## src/rtl/cc_miss_req_scheduler_pkg.sv

```systemverilog
// ----------------------------------------------------------------------------
// cc_pkg
// Shared definitions for the cache-miss request scheduler:
//   - cc_state_e      : scheduler FSM state (IDLE / ISSUE)
//   - CC_BURST_INCR/WRAP : AXI AR burst encodings
//   - CC_LINE_BEATS   : beats per line fill (8)
//   - CC_BEAT_SIZE    : AXI size code per beat (3 = 8 bytes)
//   - cc_ar_addr()    : AR address formation for either burst style
// ----------------------------------------------------------------------------
package cc_pkg;

    typedef enum logic [0:0] {
        ST_IDLE  = 1'b0,
        ST_ISSUE = 1'b1
    } cc_state_e;

    localparam logic [1:0]  CC_BURST_INCR = 2'b01;
    localparam logic [1:0]  CC_BURST_WRAP = 2'b10;
    localparam int unsigned CC_LINE_BEATS = 8;
    localparam logic [2:0]  CC_BEAT_SIZE  = 3'd3;
    localparam logic [3:0]  CC_AR_LEN     = 4'(CC_LINE_BEATS - 1);

    // Line-aligned start for INCR fills, beat-aligned start for WRAP
    // (critical-word-first) fills.
    function automatic logic [31:0] cc_ar_addr(input logic [31:0] addr,
                                               input logic        line_align);
        logic [31:0] result;
        if (line_align) begin
            result = {addr[31:6], 6'b00_0000};
        end else begin
            result = {addr[31:3], 3'b000};
        end
        return result;
    endfunction

endpackage

```

## src/rtl/cc_miss_req_scheduler_cnt.sv

```systemverilog
// ----------------------------------------------------------------------------
// cc_outstanding_cnt
// Up/down counter of line fills in flight, with zero saturation and a sticky
// error flag raised by a completion that has no fill to retire.
// Ports:
//   clk, rst_n (synchronous, active-low)
//   inc_i    : a fill was accepted this cycle
//   dec_i    : a fill completed this cycle (R last beat handshake)
//   count_o  : fills in flight
//   err_o    : sticky underflow error, cleared only by reset
// ----------------------------------------------------------------------------
module cc_outstanding_cnt
    import cc_pkg::*;
(
    input  logic       clk,
    input  logic       rst_n,
    input  logic       inc_i,
    input  logic       dec_i,
    output logic [2:0] count_o,
    output logic       err_o
);

    logic [2:0] count_q;
    logic [2:0] count_d;
    logic       err_q;
    logic       err_d;

    // Next-state count and error; simultaneous inc and dec cancel out.
    always_comb begin
        count_d = count_q;
        err_d   = err_q;
        case ({inc_i, dec_i})
            2'b10: begin
                count_d = count_q + 3'd1;
            end
            2'b01: begin
                if (count_q == 3'd0) begin
                    err_d = 1'b1;
                end else begin
                    count_d = count_q - 3'd1;
                end
            end
            default: begin
                count_d = count_q;
            end
        endcase
    end

    // Counter and error state registers.
    always_ff @(posedge clk) begin
        if (!rst_n) begin
            count_q <= 3'd0;
            err_q   <= 1'b0;
        end else begin
            count_q <= count_d;
            err_q   <= err_d;
        end
    end

    assign count_o = count_q;
    assign err_o   = err_q;

endmodule

```

## src/rtl/cc_miss_req_scheduler.sv

```systemverilog
// ----------------------------------------------------------------------------
// cc_miss_req_scheduler
// Accepts cache-miss requests, pushes the miss address into the miss-address
// FIFO, and issues one 8-beat AXI read burst per miss, tracking how many line
// fills are in flight.
// Configuration macro:
//   CC_AR_LINE_ALIGN_EN defined  : line-aligned address, INCR burst
//   CC_AR_LINE_ALIGN_EN undefined: beat-aligned address, WRAP burst
//                                  (critical word first)
// Ports:
//   clk, rst_n                    : clock, synchronous active-low reset
//   miss_req_valid/addr/ready     : miss request handshake
//   mem_ar*                       : AXI read-address channel
//   mem_rvalid/rready/rlast_i     : AXI R channel, observed for completion
//   miss_addr_fifo_full/wren/wdata: miss-address FIFO push port
//   outstanding_o, idle_o, err_o  : status
// ----------------------------------------------------------------------------
module cc_miss_req_scheduler
    import cc_pkg::*;
#(
    parameter int unsigned MAX_OUTSTANDING = 4
) (
    input  logic        clk,
    input  logic        rst_n,
    input  logic        miss_req_valid_i,
    input  logic [31:0] miss_req_addr_i,
    output logic        miss_req_ready_o,
    output logic        mem_arvalid_o,
    output logic [31:0] mem_araddr_o,
    output logic [3:0]  mem_arlen_o,
    output logic [2:0]  mem_arsize_o,
    output logic [1:0]  mem_arburst_o,
    input  logic        mem_arready_i,
    input  logic        mem_rvalid_i,
    input  logic        mem_rready_i,
    input  logic        mem_rlast_i,
    input  logic        miss_addr_fifo_full_i,
    output logic        miss_addr_fifo_wren_o,
    output logic [31:0] miss_addr_fifo_wdata_o,
    output logic [2:0]  outstanding_o,
    output logic        idle_o,
    output logic        err_o
);

`ifdef CC_AR_LINE_ALIGN_EN
    localparam logic       LINE_ALIGN = 1'b1;
    localparam logic [1:0] AR_BURST   = CC_BURST_INCR;
`else
    localparam logic       LINE_ALIGN = 1'b0;
    localparam logic [1:0] AR_BURST   = CC_BURST_WRAP;
`endif

    cc_state_e   state_q;
    cc_state_e   state_d;
    logic [31:0] addr_q;
    logic [31:0] addr_d;
    logic        accept_s;
    logic        fill_done_s;
    logic [2:0]  outstanding_s;

    // Ready is held low during reset so no push can escape while the state
    // register is still being forced to IDLE.
    assign miss_req_ready_o = rst_n
                            & (state_q == ST_IDLE)
                            & ~miss_addr_fifo_full_i
                            & ({1'b0, outstanding_s} < 4'(MAX_OUTSTANDING));
    assign accept_s    = miss_req_valid_i & miss_req_ready_o;
    assign fill_done_s = mem_rvalid_i & mem_rready_i & mem_rlast_i;

    // FSM next state and address capture.
    always_comb begin
        state_d = state_q;
        addr_d  = addr_q;
        case (state_q)
            ST_IDLE: begin
                if (accept_s) begin
                    state_d = ST_ISSUE;
                    addr_d  = miss_req_addr_i;
                end else begin
                    state_d = ST_IDLE;
                end
            end
            ST_ISSUE: begin
                if (mem_arready_i) begin
                    state_d = ST_IDLE;
                end else begin
                    state_d = ST_ISSUE;
                end
            end
            default: begin
                state_d = ST_IDLE;
            end
        endcase
    end

    // FSM state and latched miss address; reset abandons any pending AR.
    always_ff @(posedge clk) begin
        if (!rst_n) begin
            state_q <= ST_IDLE;
            addr_q  <= 32'h0000_0000;
        end else begin
            state_q <= state_d;
            addr_q  <= addr_d;
        end
    end

    cc_outstanding_cnt u_outstanding_cnt (
        .clk     (clk),
        .rst_n   (rst_n),
        .inc_i   (accept_s),
        .dec_i   (fill_done_s),
        .count_o (outstanding_s),
        .err_o   (err_o)
    );

    // AR fields come straight from registered state, so they stay stable
    // for the whole ISSUE period.
    assign mem_arvalid_o = (state_q == ST_ISSUE);
    assign mem_araddr_o  = cc_ar_addr(addr_q, LINE_ALIGN);
    assign mem_arlen_o   = CC_AR_LEN;
    assign mem_arsize_o  = CC_BEAT_SIZE;
    assign mem_arburst_o = AR_BURST;

    assign miss_addr_fifo_wren_o  = accept_s;
    assign miss_addr_fifo_wdata_o = miss_req_addr_i;

    assign outstanding_o = outstanding_s;
    assign idle_o        = (state_q == ST_IDLE) & (outstanding_s == 3'd0);

endmodule

```

## config.mk

```make
export PLATFORM = sky130hd
export DESIGN_NAME = cc_miss_req_scheduler
export DESIGN_NICKNAME = d
export VERILOG_FILES = /design/src/rtl/cc_miss_req_scheduler_pkg.sv /design/src/rtl/cc_miss_req_scheduler_cnt.sv /design/src/rtl/cc_miss_req_scheduler.sv
export SDC_FILE = /design/constraint.sdc
export NUM_CORES = 1
export LEC_CHECK = 0
export BUFFER_PORTS_ARGS = -buffer_cell sky130_fd_sc_hd__buf_2
export CAP_MARGIN = 20
export CORE_MARGIN = 2
export CORE_UTILIZATION = 30
export DETAILED_ROUTE_END_ITERATION = 8
export SYNTH_ARGS = -nofsm -noshare
export SYNTH_HDL_FRONTEND = slang
export SYNTH_HIERARCHICAL = 1
export SYNTH_SLANG_ARGS = --single-unit
export TNS_END_PERCENT = 100
```

## constraint.sdc

```tcl
create_clock -name clk -period 2.3 [get_ports clk]
set_input_delay 0.69 -clock clk [delete_from_list [all_inputs] [get_ports clk]]
set_output_delay 0.69 -clock clk [all_outputs]
set_load 0.02 [all_outputs]
```

==> results.cfg <==
[critical_path]
required_ns = 1.61
r2r_start = mem_arvalid_o
arrival_ns = 1.45
r2r_end = u_outstanding_cnt/count_o[2]
reg2reg_depth = 7
worstPathMaxFanout = 2
path_class = input port to output port
cp-end-kind = output port
cpMostUsedCell = buf_2
r2r_slack_ns = 0.40
cp_slowest_cell = nor3_1
cp-start-kind = input port
path_cells = buf_2 > nor3_1 > buf_4 > and2_1 > buf_2
slowest_delay_ns = 0.21

[drt]
viasPerCell = 4.23
wl_per_cell_um = 10.2
drtAntennaViolNets = 0
wl_um = 3630
dr.pass1.iters = 4
drt_iter0_markers = 29
vias = 1507
drc = 0

[timing]
fin_worst_skew_ns = 0.00269
finalHoldViolCount = 0
fin_crit_ns = 2.14
drv_slew = 0
max_freq_ghz = 0.467
period_share_pct = 93.0
setup_viol = 0
relSlewSlack_pct = 60.5
rsz0062_at_grt = no
worst_pin_slew_ns = 0.592
timing.hold.ws_ns = 0.456

[placed_design]
port_buffers = 102
place_inst = 348
gp_congestion = 0.752
dp_hpwl_um = 2670

[layout]
fin_cells = 356
area_growth_syn_to_layout_pct = 21.8
drive_gt1_share_pct = 42.7
nets = 321
diodes = 0

[power]
p_leak_nw = 1.14
irDropWorstVdd_uv = 268
power_density_nw_per_um2 = 622
power.total_mw = 1.40

[clocking]
post-cts-setup-buffers = 0
ctsResizeCount = 0
h-tree-depth = 2
clkLatencyLatePin_ns = 0.28
clock_sinks = 34
root_buffer = clkbuf_8
path_clk_slew_ns = 0.07
cts_tree = built
clockBufferDepth = 2
cts_hold_buf = 0
numCtsBuffers = 5

[floorplan]
initial_utilization_pct = 31.2
die_area_um2 = 6790
io_pins = 121
rows = 28
fp.coreArea_um2 = 5920
die_h_um = 82.4
die_w_um = 82.4

[global_route]
grt_pass1_wl_um = 5420
grt_max_degree = 67
track_usage_pct = 10.4
antenna_found_initial = 0
grt_pass1_vias = 1231
overflow = 0

[status]
status = complete, no violations

[yosys]
ys_ff_latch = 34
syn_area_um2 = 1850
synth_edf_count = 0
ys_types = 32
avgSynthCellArea_um2 = 8.79
synth-seq-area-share_pct = 36.9
synth-async-reset-ratio_pct = 0
ys_warn_count = 6
yosysTopAreaCell = dfxtp_1
ys_top_cells_by_area = dfxtp_1 37%, buf_4 18%, mux2i_1 16%
synth_flop_cell = dfxtp_1
syn_inst = 210
synth_top_area_share_pct = 36.9

[flow_run]
cap_viol_max_count = 0

[worst_hold_path]
hold_path_depth = 2
hold_start = addr_q[11]
hp-class = flop to flop
min_to = addr_q[11]
-- logic make-up (layout without fill, tap and decap cells) --
| logic type | Yosys count | in the layout | share of synthesized area (%) |
|---|---|---|---|
| multiplexers | 29 | 29 | 15.7 |
| AO/OA/AOI/OAI | 10 | 10 | 4.13 |
| other | 2 | 12 | 0.407 |
| adder cells (fa/ha/maj) | 1 | 1 | 0.678 |
| buffers and inverters | 55 | 116 | 21.7 |
| AND/OR/NAND/NOR | 78 | 78 | 20.0 |
| flip-flops | 34 | 34 | 36.9 |
| XOR/XNOR | 1 | 1 | 0.475 |
-- placed cells by master, fill, tap and decap left out, drive strengths merged --
master and n:
clkinv 1, clkbuf 6, o21a 1, and2 1, and3b 2, and3 2, nor2 2, a21oi 1
dfxtp 34, nor4 1, a32o 1, nand2 59, nor2b 4, nor4b 2, xnor2 1, clkinvlp 1
mux2i 29, o311a 2, a2bb2oi 1, nand2b 1, o21ai 2, nor3b 1, ha 1, or2b 1
nor3 1, buf 108, conb 12, nand4b 1, o211ai 2
-- metrics by stage --
stage	TNS (ns)	worst slack, ns	utilization (%)	area [um2]
6_report	0	0.160	38.0	2250
5_1_grt	0	0.0956	38.0	2250
4_1_cts	0	0.153	38.0	2250
3_5_place_dp	0	0.0426	36.3	2150
3_3_place_gp	0	0.103	36.3	2150
2_1_floorplan	-0.209	-0.114	-	1920
-- per-layer routing --
| layer | routed length (um) | GRT usage [%] |
|---|---|---|
| met2 | 1660 | 17.6 |
| met3 | 370 | 3.70 |
| met5 | 0 | 0 |
| met1 | 1560 | 11.5 |
| met4 | 37 | 5.17 |
-- state kept, by name (all words and copies together), names as in the netlist --
register	flops
addr_q	29
u_outstanding_cnt/count_o	3
mem_arvalid_o	1
u_outstanding_cnt/err_o	1
-- critical path, delay by kind of cell --
family	cells	cell delay, ns
buffers and inverters	3	0.44
AND/OR/NAND/NOR	2	0.32
-- power by group --
group          switching, mW  internal [mW]  leakage (nW)
clock network          0.220          0.241        0.0472
registers             0.0170          0.619         0.278
logic                  0.187          0.114         0.814
-- worst max-delay path by stage --
stage                           from                           end  slack, ns  cells after the start
2_1_floorplan                  rst_n  u_outstanding_cnt/count_o[2]      -0.11                      9
3_3_place_gp   miss_addr_fifo_full_i  u_outstanding_cnt/count_o[2]       0.10                      8
3_5_place_dp   miss_addr_fifo_full_i  u_outstanding_cnt/count_o[2]       0.04                      8
4_1_cts        miss_addr_fifo_full_i              miss_req_ready_o       0.15                      5
5_1_grt        miss_addr_fifo_full_i              miss_req_ready_o        0.1                      5
6_report       miss_addr_fifo_full_i              miss_req_ready_o       0.16                      5
-- synth_stat cells, types with 2 or more instances --
| cell | count |
|---|---|
| nor2b_1 | 4 |
| and3_1 | 2 |
| nand2_1 | 59 |
| and3b_1 | 2 |
| o211ai_1 | 2 |
| buf_4 | 45 |
| nor2_1 | 2 |
| mux2i_1 | 29 |
| conb_1 | 2 |
| dfxtp_1 | 34 |
| clkbuf_1 | 7 |
| o311a_1 | 2 |
-- layout make-up --
cell class	instances	area, um2
repair buffers	108	568
clock inverters	2	12.5
clock buffers	6	82.6
fillers	609	3670
flip-flops and latches	34	681
multi-input cells	131	810
well taps	75	93.8
No activity file was read; power rests on OpenSTA's default activity.
